$ cat config.mk
export PLATFORM = sky130hd
export DESIGN_NAME = alu_sliced_seq
export DESIGN_NICKNAME = d
export VERILOG_FILES = /design/src/rtl/alu_sliced_seq.sv
export SDC_FILE = /design/constraint.sdc
export NUM_CORES = 1
export LEC_CHECK = 0
export ABC_AREA = 1
export CAP_MARGIN = 10
export CORE_MARGIN = 1
export CORE_UTILIZATION = 25
export DETAILED_ROUTE_END_ITERATION = 8
export GPL_TIMING_DRIVEN = 0
export PLACE_DENSITY = 0.52
export SLEW_MARGIN = 20
export SYNTH_ARGS = -nofsm -noshare
export SYNTH_HDL_FRONTEND = slang
export SYNTH_SLANG_ARGS = --single-unit
$ cat constraint.sdc
create_clock -name clk -period 7 [get_ports clk]
set_clock_uncertainty 0.1 [all_clocks]
set_input_delay 1.05 -clock clk [delete_from_list [all_inputs] [get_ports clk]]
set_output_delay 1.05 -clock clk [all_outputs]
set_load 0.005 [all_outputs]
$ cat src/rtl/alu_sliced_seq.sv
// alu_sliced_seq: multi-cycle bit-sliced ALU, one SLICE-bit slice per clock, LSB slice first.
// Define ALU_FLAGS_EN to add the registered zero/neg/ovf result flags.
module alu_sliced_seq #(
  parameter int WIDTH = 16,
  parameter int SLICE = 4
) (
  input  logic             clk,
  input  logic             rst,
  input  logic             start,
  input  logic [WIDTH-1:0] a,
  input  logic [WIDTH-1:0] b,
  input  logic             m,
  input  logic [3:0]       s,
  input  logic             cin,
  output logic             busy,
  output logic             done,
  output logic [WIDTH-1:0] o,
  output logic             cout
`ifdef ALU_FLAGS_EN
  ,
  output logic             zero,
  output logic             neg,
  output logic             ovf
`endif
);
  localparam int N = WIDTH / SLICE;
  localparam int KW = $clog2(N + 1);
  localparam logic [0:0] IDLE = 1'b0, RUN = 1'b1;

  if (SLICE < 1 || WIDTH < SLICE || (WIDTH % SLICE) != 0) begin : g_chk
    $error("alu_sliced_seq: WIDTH must be a nonzero multiple of SLICE");
  end

  logic [0:0]       st;
  logic [KW-1:0]    k;
  logic [WIDTH-1:0] ra, rb, o_nx;
  logic             rm, c, last, cim;
  logic [3:0]       rs;
  logic [SLICE-1:0] sa, sb, x, y, lf, f;
  logic [SLICE:0]   sum;

  assign busy = (st == RUN);
  assign sa = ra[SLICE-1:0];
  assign sb = rb[SLICE-1:0];

  always_comb begin
    case (rs)
      4'd0:  lf = ~sa;
      4'd1:  lf = ~(sa | sb);
      4'd2:  lf = ~sa & sb;
      4'd3:  lf = '0;
      4'd4:  lf = ~(sa & sb);
      4'd5:  lf = ~sb;
      4'd6:  lf = sa ^ sb;
      4'd7:  lf = sa & ~sb;
      4'd8:  lf = ~sa | sb;
      4'd9:  lf = ~(sa ^ sb);
      4'd10: lf = sb;
      4'd11: lf = sa & sb;
      4'd12: lf = '1;
      4'd13: lf = sa | ~sb;
      4'd14: lf = sa | sb;
      default: lf = sa;
    endcase
    case (rs)
      4'd0:  {x, y} = {sa, {SLICE{1'b0}}};
      4'd1:  {x, y} = {sa | sb, {SLICE{1'b0}}};
      4'd2:  {x, y} = {sa | ~sb, {SLICE{1'b0}}};
      4'd3:  {x, y} = {{SLICE{1'b0}}, {SLICE{1'b1}}};
      4'd4:  {x, y} = {sa, sa & ~sb};
      4'd5:  {x, y} = {sa | sb, sa & ~sb};
      4'd6:  {x, y} = {sa, ~sb};
      4'd7:  {x, y} = {sa & ~sb, {SLICE{1'b1}}};
      4'd8:  {x, y} = {sa, sa & sb};
      4'd9:  {x, y} = {sa, sb};
      4'd10: {x, y} = {sa | ~sb, sa & sb};
      4'd11: {x, y} = {sa & sb, {SLICE{1'b1}}};
      4'd12: {x, y} = {sa, sa};
      4'd13: {x, y} = {sa | sb, sa};
      4'd14: {x, y} = {sa | ~sb, sa};
      default: {x, y} = {sa, {SLICE{1'b1}}};
    endcase
    sum = {1'b0, x} + {1'b0, y} + {{SLICE{1'b0}}, c};
    f = rm ? lf : sum[SLICE-1:0];
    cim = x[SLICE-1] ^ y[SLICE-1] ^ sum[SLICE-1];
    // Result slices enter at the top and shift down, so slice 0 lands at the LSB after N cycles.
    o_nx = (o >> SLICE) | (WIDTH'(f) << (WIDTH - SLICE));
    last = (k == KW'(N - 1));
  end

  always_ff @(posedge clk or posedge rst) begin
    if (rst) begin
      st <= IDLE;
      k <= '0;
      ra <= '0;
      rb <= '0;
      rm <= 1'b0;
      rs <= '0;
      c <= 1'b0;
      done <= 1'b0;
      o <= '0;
      cout <= 1'b0;
`ifdef ALU_FLAGS_EN
      zero <= 1'b0;
      neg <= 1'b0;
      ovf <= 1'b0;
`endif
    end else begin
      done <= 1'b0;
      if (st == IDLE) begin
        if (start) begin
          st <= RUN;
          ra <= a;
          rb <= b;
          rm <= m;
          rs <= s;
          c <= cin & ~m;
          k <= '0;
        end
      end else begin
        o <= o_nx;
        ra <= ra >> SLICE;
        rb <= rb >> SLICE;
        c <= ~rm & sum[SLICE];
        k <= k + 1'b1;
        if (last) begin
          st <= IDLE;
          done <= 1'b1;
          cout <= ~rm & sum[SLICE];
`ifdef ALU_FLAGS_EN
          zero <= (o_nx == '0);
          neg <= o_nx[WIDTH-1];
          ovf <= ~rm & (cim ^ sum[SLICE]);
`endif
        end
      end
    end
  end
endmodule

==> Implementation_results.wiki <==
{| class="wikitable"
! Metric !! Value
|-
| Required arrival time at the worst endpoint || slightly above 7000 ps
|-
| Aggregate global-route resource usage || 0.159
|-
| Maximum number of pins on one net before global-route repair || 32
|-
| Remaining max-slew budget at the tightest pin || 0.480
|-
| Maximum buffer depth of the clock tree || 2
|-
| Number of warnings printed during yosys synthesis || 0
|-
| Final setup violating endpoints || 0
|-
| Comb pwr share || 0.537
|-
| Number of global-route vias before repair || approximately 3500
|-
| WL/cell || between 10 and 15 um
|-
| PD cells || approximately 470 nW/um^2
|-
| Switching Power || between 1 and 1.5 mW
|-
| CP bufs+invs || 3
|-
| Proportion of power drawn by flip-flops and latches || 0.264
|-
| Reg-to-reg critical path startpoint || rs[3]$_DFFE_PP0P_
|-
| Number of instances in the synthesized netlist || 493
|-
| I/O pin count || 60
|-
| Number of cells in the design after placement || approximately 730
|-
| Cell with the biggest individual delay on the critical path || sky130_fd_sc_hd__nor4_1
|-
| Resized cells post-CTS || 0
|-
| Antenna Nets Post-Route || 0
|-
| Setup repair after global routing missed its margin || false
|-
| Clock-pin slew reported for the worst setup and hold paths after clock tree synthesis || around 50 ps
|-
| Final setup TNS || 0 ps
|-
| Data arrival time of the worst path || between 3000 and 4000 ps
|-
| Die area || between 15000 and 20000 sq um
|-
| Global-route wire length before repair || 18100 um
|-
| Minimum clock period after layout || between 3000 and 4000 ps
|-
| Maximum operating frequency || 323 MHz
|-
| Share of cells above drive strength 1 || 0.0563
|-
| Max Transition Viols Final || 0
|-
| Total number of vias || 3504
|-
| Worst VDD drop || roughly 0.00013 V
|-
| GRT Residual Overflow || 0
|-
| Routed wire length || between 10000 and 15000 um
|-
| Antenna diode instance count || 0
|-
| Post-CTS Hold Fix Bufs || 0
|-
| Synthesized net count || 557
|-
| Combined area of all synthesized cells || approximately 3700 sq um
|-
| Class of the tightest hold or removal check || flip-flop to flip-flop
|-
| Origin of the worst setup path || rs[3]$_DFFE_PP0P_
|-
| Tcrit/Tclk final || 0.442
|-
| DRC violations left || 0
|-
| Number of distinct standard cells referenced by the synthesized netlist || 31
|-
| Effective utilization at floorplan || 0.260
|-
| CP startpoint kind || flip-flop
|-
| Core Footprint || 14100 sq um
|-
| Dpl hpwl || 8610 um
|-
| Multi-input gate area || approximately 1900 sq um
|-
| Proportion of total power due to net switching || 0.443
|-
| Number of vias per cell after detailed routing || 4.68
|-
| Final setup margin || ~3900 ps
|-
| Status || complete, no violations
|-
| Most prevalent standard cell on the critical path || sky130_fd_sc_hd__nor2_1
|-
| Cell at the root of the clock tree || sky130_fd_sc_hd__clkbuf_16
|-
| Path type of the worst setup path || flip-flop to flip-flop
|-
| Internal cell power || ~1.3 mW
|-
| Largest fanout on the critical path || 6
|-
| Clock group share of total power || 0.198
|-
| Sequential cell area || approximately 1500 sq um
|-
| Type of destination of the critical path || flip-flop
|-
| Vertical die dimension || approximately 120 um
|-
| Number of placement rows || between 40 and 50
|-
| Cts bufs inserted || 9
|-
| Depth of the CTS H-tree || 3
|-
| Critical Path, Cell by Cell || inv_1 > nand2_1 > nor2_1 > inv_1 > nor2_1 > nor4_1 > fa_1 > inv_1 > fa_1 > nor2_1 > nor2_1 > a21oi_1 > a21oi_1
|-
| TritonCTS clock tree || done
|-
| Sequential-to-total area share from yosys stat || 0.408
|-
| Synthesized area divided by synthesized cell count || about 7.5 sq um
|-
| Clock insertion delay at the later pin of the skew report || 330 ps
|-
| Delay-heaviest family, CP || simple AND/OR/NAND/NOR gates
|-
| Number of antenna violations at the first check in global routing || 0
|-
| Worst Hold Launch || o[1]$_DFFE_PP0P_
|-
| Biggest cell delay along the critical path || 620 ps
|-
| Pre-CTS setup slack || a little under 4000 ps
|-
| Floorplan die width || approximately 120 um
|-
| Worst-margin pin slew || roughly 800 ps
|-
| Weighted congestion at the end of routability-driven global placement || 0.901
|-
| Number of post-CTS setup repair buffers || 0
|-
| Count of state elements after synthesis || 60
|-
| FILL cells || 1530
|-
| Total number of nets in the final design || about 630
|-
| Number of DRC violations after detailed-routing iteration 0 || ~160
|-
| P&R area growth vs syn || 31.0%
|-
| Static power due to leakage || around 2.2 nW
|-
| Number of iterations in the first detailed-routing pass || 4
|-
| Count of buffers inserted at the top-level ports || between 50 and 60
|-
| Number of maximum-capacitance violations || 0
|-
| Cell Count, Final, Fillers Out || approximately 750
|-
| Final hold violation count || 0
|-
| Total clock sinks || 60
|}
-- sequential cells by signal, summed over array words and instances (netlist names) --
register	cells
k	3
rm	1
c	1
o	16
done	1
ra	16
rs	4
rb	16
busy	1
cout	1
-- power groups by stage --
stage	Combinational (mW)	Clock (mW)	Sequential (mW)
2_1_floorplan	0.789	0	0.586
3_3_place_gp	1.21	0	0.600
4_1_cts	1.23	0.464	0.600
5_1_grt	1.39	0.477	0.618
3_5_place_dp	1.22	0	0.605
6_report	1.22	0.449	0.599
-- synth_stat cells --
library cell	instances	area [sq um]
sky130_fd_sc_hd__o21ai_0	32	160
sky130_fd_sc_hd__nor2_1	46	173
sky130_fd_sc_hd__a22o_1	3	26.3
sky130_fd_sc_hd__dfrtp_1	60	1500
sky130_fd_sc_hd__o22ai_1	2	12.5
sky130_fd_sc_hd__nand3_1	30	150
sky130_fd_sc_hd__nand2_4	1	11.3
sky130_fd_sc_hd__o221ai_1	4	35.0
sky130_fd_sc_hd__a31oi_1	1	6.26
sky130_fd_sc_hd__o211ai_2	1	12.5
sky130_fd_sc_hd__o21ai_1	4	20.0
sky130_fd_sc_hd__a21oi_2	1	8.76
sky130_fd_sc_hd__a21oi_1	19	95.1
sky130_fd_sc_hd__fa_1	2	40.0
sky130_fd_sc_hd__nand4_1	1	6.26
sky130_fd_sc_hd__nor3_1	4	20.0
sky130_fd_sc_hd__nand2_2	1	6.26
sky130_fd_sc_hd__buf_2	2	10.0
sky130_fd_sc_hd__o211ai_1	15	113
sky130_fd_sc_hd__nor4_1	1	6.26
sky130_fd_sc_hd__nor2_4	1	11.3
sky130_fd_sc_hd__o2111ai_1	3	26.3
sky130_fd_sc_hd__buf_6	2	22.5
sky130_fd_sc_hd__inv_1	55	206
sky130_fd_sc_hd__a22oi_1	5	37.5
sky130_fd_sc_hd__clkbuf_1	15	56.3
sky130_fd_sc_hd__nand2_1	144	541
sky130_fd_sc_hd__nand3b_1	9	67.6
sky130_fd_sc_hd__inv_2	5	18.8
sky130_fd_sc_hd__ha_1	21	263
sky130_fd_sc_hd__nor2_2	3	18.8
-- stage by stage --
step,utilization,hold slack (ps),total power [mW],area [sq um]
CTS,0.341,373,2.29,4820
global placement,0.318,355,1.81,4500
detailed placement,0.319,361,1.82,4520
global route,0.341,391,2.49,4820
finish,0.341,369,2.26,4820
floorplan,-,350,1.37,3680
-- layout by cell type, fill, tap and decap left out, types with 2 or more instances in the layout --
cell	Yosys	final
sky130_fd_sc_hd__nand3b_1	9	9
sky130_fd_sc_hd__fa_1	2	2
sky130_fd_sc_hd__inv_2	5	5
sky130_fd_sc_hd__o221ai_1	4	4
sky130_fd_sc_hd__nor2_1	46	46
sky130_fd_sc_hd__nand2_1	144	144
sky130_fd_sc_hd__clkbuf_1	15	17
sky130_fd_sc_hd__a22oi_1	5	5
sky130_fd_sc_hd__nor2_2	3	3
sky130_fd_sc_hd__buf_6	2	2
sky130_fd_sc_hd__clkdlybuf4s50_1	0	59
sky130_fd_sc_hd__o21ai_1	4	4
sky130_fd_sc_hd__o211ai_1	15	15
sky130_fd_sc_hd__buf_2	2	2
sky130_fd_sc_hd__ha_1	21	21
sky130_fd_sc_hd__a21oi_1	19	19
sky130_fd_sc_hd__dfrtp_1	60	60
sky130_fd_sc_hd__clkbuf_8	0	3
sky130_fd_sc_hd__nor3_1	4	4
sky130_fd_sc_hd__clkbuf_16	0	9
sky130_fd_sc_hd__o2111ai_1	3	3
sky130_fd_sc_hd__nand3_1	30	30
sky130_fd_sc_hd__a22o_1	3	3
sky130_fd_sc_hd__inv_1	55	54
sky130_fd_sc_hd__o21ai_0	32	32
sky130_fd_sc_hd__o22ai_1	2	2
-- worst register-to-register path: cells and delay by family, from the launching register on --
kind,cells,cell delay [ps]
adders and majority gates,2,700
AOI/OAI and AO/OA,2,250
buffers and inverters,3,320
DFF,1,400
and+or+nand+nor,6,1190
-- cell families after synthesis --
kind of cell    after synthesis  synth area share
buf+inv                      79            0.0853
flops                        60             0.408
simple gates                241             0.275
fa+ha+maj                    23            0.0822
compound gates               90             0.150
-- final timing paths --
path                            cells past startpoint  slack, ps                 end
worst min-delay path                                2        370    o[1]$_DFFE_PP0P_
min in group asynchronous                           2        970  rb[15]$_DFFE_PP0P_
worst max register to register                     13       3910   o[14]$_DFFE_PP0P_
worst max-delay path                               13       3910   o[14]$_DFFE_PP0P_
max in group asynchronous                           3       5330    o[7]$_DFFE_PP0P_
worst min register to register                      2        370    o[1]$_DFFE_PP0P_
-- layout make-up --
class / count / share of cell area
buffer: 19 / 0.0184
clock buffer: 14 / 0.0568
clock inverter: 1 / 0.00622
inverter: 60 / 0.0472
multi-input combinational: 354 / 0.387
sequential: 60 / 0.311
tap: 180 / 0.0467
timing repair buffer: 60 / 0.127
-- layer usage --
metal | routed length, um | track usage | up-vias | share of wire
li1 | - | - | 1751 | -
met4 | 316 | 0.0723 | 0 | 0.028
met5 | 0 | 0 | - | 0
met1 | 5240 | 0.204 | 1633 | 0.47
met3 | 551 | 0.0314 | 20 | 0.049
met2 | 5080 | 0.257 | 100 | 0.45
(Power assumes the default switching activity.)
